### src/rtl/inst_fetch.sv
// Instruction fetch: owns the PC, drives the synchronous instruction ROM and holds the IR.
// Optional `MISALIGN_TRAP_EN` adds a sticky misalign_err flag for unaligned redirect targets.
module inst_fetch #(
    parameter int          IMEM_AW  = 10,
    parameter logic [31:0] RESET_PC = 32'h0000_0000,
    parameter logic [31:0] NOP_INST = 32'h0000_0013
) (
    input  logic               clk,
    input  logic               rst,
    output logic [IMEM_AW-1:0] imem_addr,
    input  logic [31:0]        imem_rdata,
    input  logic               stall,
    input  logic               redirect,
    input  logic [31:0]        redirect_pc,
    output logic [31:0]        pc,
    output logic [31:0]        pc_plus4,
    output logic [31:0]        inst,
    output logic               inst_valid,
    output logic [4:0]         opcode,
    output logic [2:0]         func3,
    output logic [6:0]         func7,
    output logic [4:0]         rd,
    output logic [4:0]         rs1,
    output logic [4:0]         rs2
`ifdef MISALIGN_TRAP_EN
    ,
    output logic               misalign_err
`endif
);

    typedef enum logic [1:0] {
        S_BOOT  = 2'd0,
        S_RUN   = 2'd1,
        S_STALL = 2'd2,
        S_FLUSH = 2'd3
    } state_t;

    state_t      r_state;
    state_t      w_state_next;
    logic [31:0] r_fetch_pc;
    logic [31:0] w_nxt;
    logic [31:0] r_pc;
    logic [31:0] w_pc_next;
    logic [31:0] r_ir;
    logic [31:0] w_ir_next;
    logic        r_valid;
    logic        w_valid_next;
    logic [31:0] w_redir_tgt;
    logic        w_take_redirect;

    assign w_redir_tgt = {redirect_pc[31:2], 2'b00};

    // A redirect only counts from a real instruction and never while ctrl is stalling.
    assign w_take_redirect = ((r_state == S_RUN) || (r_state == S_STALL)) &&
                             !stall && redirect && r_valid;

    always_comb begin
        w_state_next = r_state;
        w_nxt        = r_fetch_pc + 32'd4;
        w_pc_next    = r_pc;
        w_ir_next    = r_ir;
        w_valid_next = r_valid;
        case (r_state)
            S_BOOT: begin
                w_nxt        = RESET_PC;
                w_ir_next    = NOP_INST;
                w_valid_next = 1'b0;
                w_state_next = S_RUN;
            end
            S_RUN, S_STALL: begin
                if (stall) begin
                    w_nxt        = r_fetch_pc;
                    w_state_next = S_STALL;
                end else if (w_take_redirect) begin
                    w_nxt        = w_redir_tgt;
                    w_ir_next    = NOP_INST;
                    w_valid_next = 1'b0;
                    w_pc_next    = w_redir_tgt;
                    w_state_next = S_FLUSH;
                end else begin
                    w_ir_next    = imem_rdata;
                    w_pc_next    = r_fetch_pc;
                    w_valid_next = 1'b1;
                    w_state_next = S_RUN;
                end
            end
            S_FLUSH: begin
                // Re-present the target while stalled so its data is not lost.
                if (stall) begin
                    w_nxt = r_fetch_pc;
                end else begin
                    w_ir_next    = imem_rdata;
                    w_pc_next    = r_fetch_pc;
                    w_valid_next = 1'b1;
                    w_state_next = S_RUN;
                end
            end
            default: begin
                w_nxt        = RESET_PC;
                w_state_next = S_BOOT;
            end
        endcase
    end

    always_ff @(posedge clk or negedge rst) begin
        if (!rst) begin
            r_state    <= S_BOOT;
            r_fetch_pc <= RESET_PC;
            r_pc       <= RESET_PC;
            r_ir       <= NOP_INST;
            r_valid    <= 1'b0;
        end else begin
            r_state    <= w_state_next;
            r_fetch_pc <= w_nxt;
            r_pc       <= w_pc_next;
            r_ir       <= w_ir_next;
            r_valid    <= w_valid_next;
        end
    end

`ifdef MISALIGN_TRAP_EN
    logic r_misalign;

    always_ff @(posedge clk or negedge rst) begin
        if (!rst) begin
            r_misalign <= 1'b0;
        end else if (w_take_redirect && (redirect_pc[1:0] != 2'b00)) begin
            r_misalign <= 1'b1;
        end
    end

    assign misalign_err = r_misalign;
`else
    logic w_unused_lsbs;
    assign w_unused_lsbs = ^redirect_pc[1:0];
`endif

    // In reset the state is BOOT, so w_nxt already equals RESET_PC.
    assign imem_addr  = w_nxt[IMEM_AW+1:2];
    assign pc         = r_pc;
    assign pc_plus4   = r_pc + 32'd4;
    assign inst       = r_ir;
    assign inst_valid = r_valid;
    assign opcode     = r_ir[6:2];
    assign func3      = r_ir[14:12];
    assign func7      = r_ir[31:25];
    assign rd         = r_ir[11:7];
    assign rs1        = r_ir[19:15];
    assign rs2        = r_ir[24:20];

endmodule
### config.mk
export PLATFORM = sky130hd
export DESIGN_NAME = inst_fetch
export DESIGN_NICKNAME = d
export VERILOG_FILES = /design/src/rtl/inst_fetch.sv
export SDC_FILE = /design/constraint.sdc
export NUM_CORES = 1
export LEC_CHECK = 0
export CORE_ASPECT_RATIO = 1.5
export CORE_MARGIN = 4
export CORE_UTILIZATION = 42
export DETAILED_ROUTE_END_ITERATION = 16
export PLACE_DENSITY = 0.78
export SLEW_MARGIN = 10
export SYNTH_ARGS = -nofsm -noshare
export SYNTH_HDL_FRONTEND = slang
export SYNTH_SLANG_ARGS = --single-unit
### constraint.sdc
create_clock -name clk -period 2.35 [get_ports clk]
set_clock_uncertainty 0.15 [all_clocks]
set_input_delay 0.47 -clock clk [delete_from_list [all_inputs] [get_ports clk]]
set_output_delay 0.47 -clock clk [all_outputs]
set_load 0.02 [all_outputs]
# After elaboration in Yosys (flattened, before gate mapping)
# Index checks and enable logic that the tools add are counted.
# totals
regBits	99
in_bits	68
out_inout_bits	137
# classes
add_sub_neg	2
n_eq_ne	5
mux	20
reduce_logical	10
# ops
operator	n
two-way mux 32 bit	9
case mux 32 bit (3 select lines)	2
adder 32 x 3 -> 32 bit (second input constant)	2
case mux 32 bit (2 select lines)	1
two-way mux 2 bit	3
case mux 2 bit (3 select lines)	1
equality test 2 bit (second input constant)	2
inequality test 2 bit (second input constant)	2
logical AND 1 bit	3
two-way mux 1 bit	3
case mux 1 bit (3 select lines)	1
AND reduction 3 bit	1
equality test 2 x 1 -> 1 bit (second input constant)	1
zero test 2 bit	1
AND reduction 2 bit	1
nonzero test 2 bit	1
OR reduction 2 bit	1
zero test 1 bit	1
logical OR 1 bit	1

# Longest topological paths before layout
# depth
depth_word	8
mapped_depth	11
depth_no_buf	7

# Worst setup path before layout
# Ideal clock, no wire load.
# synth_path
path_type	register to output
from	register r_state[1]
to	output port imem_addr[4]
arrival_ps	1891
required_time_ps	1730
path_slack_ps	-161
stages_incl_launch_ff	11
path_buffers	3
path_cell_list	dfrtp_1 -> inv_1 -> ha_1 -> buf_2 -> and4b_1 -> clkbuf_1 -> nand2_1 -> a21oi_1 -> nor2_1 -> a311oi_1 -> buf_4
# synth_via
elab_chain_cells	8
# synth_lines
element	line_no	text
start, declared	38	state_t r_state;
start signal, assigned	113	r_state <= w_state_next;
equality test 2 x 1 -> 1 bit / equality test 2 bit (equally long branches)	54, 63	
logical OR 1 bit	54	assign w_take_redirect = ((r_state == S_RUN) || (r_state == S_STALL)) &&
logical AND 1 bit	54	
logical AND 1 bit (2 in series)	55	!stall && redirect && r_valid;
two-way mux 32 bit	74	end else if (w_take_redirect) begin
two-way mux 32 bit	71	if (stall) begin
case mux 32 bit (3 select lines) (*)	63	case (r_state)
end, declared	10	output logic [IMEM_AW-1:0] imem_addr,
# Mark *: on every way between the ends. The rest lies on a longest branch, timed or not. The select of a mux whose other input is x is not followed.

# Worst setup path in the final report
# layout_path
from	register r_pc[16], in the netlist pc[16]
to	output port pc_plus4[22]
# layout_via
elab_chain_cells	1
# layout_lines
element	line_no	text
start, declared	42	logic [31:0] r_pc;
start signal, assigned	115	r_pc <= w_pc_next;
adder 32 x 3 -> 32 bit	141	assign pc_plus4 = r_pc + 32'd4;
end, declared	16	output logic [31:0] pc_plus4,
# No other way between the ends.

==> out/qor.yml <==
pwr:
  p_comb_share_pct: 63.0
  leakage_nw: 4.214
  switching_share_pct: 43.11
  p_seq_share_pct: 24.2
  clock_power_share_pct: 12.9
  vdd_ir_drop_max_uv: 770.0
  switchingPower_mw: 5.147
  powerDensity_nw_per_um2: 1258
  internal_power_mw: 6.793
setup_path:
  endpoint_kind: "output pin"
  crit_path_max_incr_delay_ns: 0.36
  critical_path_class: "reg -> out"
  critPathSlowestCell: "dfrtp_2"
  cp.buffers_inverters: 4
  crit_chain: "and4_4 > nand4_1 > buf_4 > nor3_4 > buf_6 > buf_6 > nand3_2 > xnor2_1 > buf_4"
  arrival_ns: 2.12
  cp_max_fo: 4
  cp_top_family: "simple AND/OR/NAND/NOR gates"
  startpoint_type: "flip-flop"
  worstPathRequired_ns: 1.73
synthesis:
  synth-main-ff-cell: "dfrtp_1"
  synth_top_family_by_area: "compound AO/OA/AOI/OAI gates"
  synth-edff-count: 0
  synth.area.mux_share_pct: 4.113
  syn_nets: 701
  syn_area_per_cell_um2: 9.286
  yosys-top-cells-area: "dfrtp_1 40%, buf_4 5.8%, a22o_1 5.4%, o21ai_0 4.5%, nand2_1 4.2%"
  async_reset_ff_share_pct: 100.0
  synth.most_common_cell: "dfrtp_1"
  netlist_instances: 629
  synth_seq_area_share_pct: 41.20
  synth_common_cells: "93 x dfrtp_1, 66 x nand2_1, 52 x o21ai_0"
  ys_ff_latch: 96
  synthAdderAreaFrac_pct: 0.8569
  synth_xor_area_share_pct: 5.398
  yosys.area.top_type_share_pct: 39.85
  synth-compound-area-share_pct: 20.84
  yosys_warnings: 0
  yosysUniqueCellTypes: 57
  syn-cell-area_um2: 5841
  synthSimpleGateAreaFrac_pct: 18.17
  synth_top_area_cell: "dfrtp_1"
die:
  core.rowCount: 52
  dieArea_um2: 15900
  ios: 205
  initial_utilization_pct: 42.95
  coreArea_um2: 13600
  die_width_um: 104.3
  die_y_um: 152.4
detailed_routing:
  drtAntennaViolNets: 0
  via_per_inst: 5.613
  wl_per_cell_um: 18.91
  via_count: 6073
  wl_mm: 20.46
  first_pass_iters: 5
  drc_errors: 0
  dr.first_iter.drc_count: 477
timing:
  rsz0062_at_grt: "yes"
  setup_viol: 26
  fin_hold_ws_ns: 0.3563
  finalCritPeriodShare_pct: 116.4
  tns_ns: -5.755
  finalCriticalPeriod_ns: 2.736
  slew_violations: 0
  fmax_mhz: 365.6
  tightestPinTransition_ns: 0.6056
  slew_headroom_pct: 59.11
  final_hold_viol_count: 0
  setup_ws_ns: -0.3856
placed_design:
  post-dp-hpwl_mm: 14.99
  io_buffers: 202
  postPlaceCellArea_um2: 8587
  place.gp.congestion: 0.8730
  dp_slack_ns: -0.9522
layout:
  area_growth_pct: 62.51
  nFillCells: 1044
  final_util_pct: 69.80
  antenna_cells: 0
  layout.nets: 987
  stdcell_area_um2: 9492
  drive_above_1_share_pct: 32.39
grt:
  grt_pass1_vias: 6262
  grt_overflow: 0
  grt_max_degree: 59
  grt_usage_pct: 24.67
  grt_pass1_wl_mm: 32.21
  antenna_found_initial: 0
cts:
  clock-root-buffer: "clkbuf_16"
  clkLatencyLatePin_ns: 0.35
  cts_tree: "done"
  clk_pin_slew_worst_paths_ns: 0.07
  numClockSinks: 96
  clk_path_buf_depth: 2
  cts_made_buffers: 9
  htree_num_levels: 3
hold_path:
  hp-class: "in -> async"
outcome:
  violations: "setup timing"
  status: "finished with violations"
job:
  drv_cap: 0
routing by layer:
layer,part of all wire [%],GRT usage (%)
met1,39,28.64
met2,54,44.33
met3,5.0,4.324
met4,1.9,10.39
met5,0,0
worst paths after layout:
| kind | from | endpoint | slack (ns) | depth (start not counted) |
|---|---|---|---|---|
| worst max-delay path | pc[16] | pc_plus4[22] | -0.39 | 9 |
| worst min-delay path | rst | r_fetch_pc[3] | 0.36 | 2 |
| worst max register to register | r_state[0] | r_fetch_pc[12] | 0.03 | 8 |
| worst min register to register | inst[0] | inst[0] | 0.36 | 2 |
| max in group asynchronous | rst | pc[16] | 1.09 | 3 |
| min in group clk | inst[0] | inst[0] | 0.36 | 2 |
cell usage in the layout, fill, tap and decap left out, drive strengths merged, types with 7 or more instances in the layout:
cell           count
a21oi             23
a22o              36
a22oi             16
and3              10
buf              191
clkbuf            11
clkdlybuf4s50    161
dfrtp             93
inv               12
mux2i             24
nand2             66
nand3             29
nand3b             7
nand4             14
nor2              26
nor3              17
o21ai             62
xnor2             24
xor2              12
power by group through the flow:
stage               clock network (mW)  registers (mW)  logic (mW)
finish                            1.54            2.89        7.52
global route                      1.63            2.99        7.98
CTS                               1.56            2.85        7.28
detailed placement                   0            2.85        7.02
global placement                     0            2.81        6.89
floorplan                            0            3.47        3.19
what timing repair did:
item,CTS,global route
hold buffers,1,0
endpoints found under the setup margin,54,61
hold endpoints to repair,11,0
gates cloned,0,1
buffers inserted,13,18
pin swaps,29,38
gates resized for setup,253,49
cell type report:
cell class,instances,area [µm²],share of cell area (%)
Sequential cell,96,2420,25.49
Inverter,10,37.54,0.3955
Clock inverter,6,75.07,0.7909
Clock buffer,10,239.0,2.518
Tap cell,162,202.7,2.136
Multi-Input combinational cell,440,3267,34.42
Timing Repair Buffer,358,3251,34.25
metrics by stage:
| stage | cells | total power, mW |
|---|---|---|
| 3_3_place_gp | 1036 | 9.696 |
| 4_1_cts | 1065 | 11.69 |
| 3_5_place_dp | 1036 | 9.876 |
| 5_1_grt | 1082 | 12.60 |
| 2_1_floorplan | 629 | 6.663 |
| 6_report | 1082 | 11.94 |
worst register-to-register path, stage by stage (launching register included):
cell      delay (ns)
dfrtp_1         0.40
buf_4           0.15
ha_4            0.18
buf_4           0.17
nor2b_1         0.18
o311ai_0        0.54
a21oi_1         0.13
o21ai_0         0.17
o21ai_0         0.11
registers in the layout, summed over array words and instances, names as in the netlist:
name	flops
r_fetch_pc	30
inst_valid	1
pc	31
inst	32
r_state	2
cells by family after synthesis:
group	count (synthesis)
fa+ha+maj	4
compound gates	180
buf+inv	93
simple gates	196
xor+xnor	36
flops	96
mux	24
Note: power is estimated with default switching activity, not from simulation.
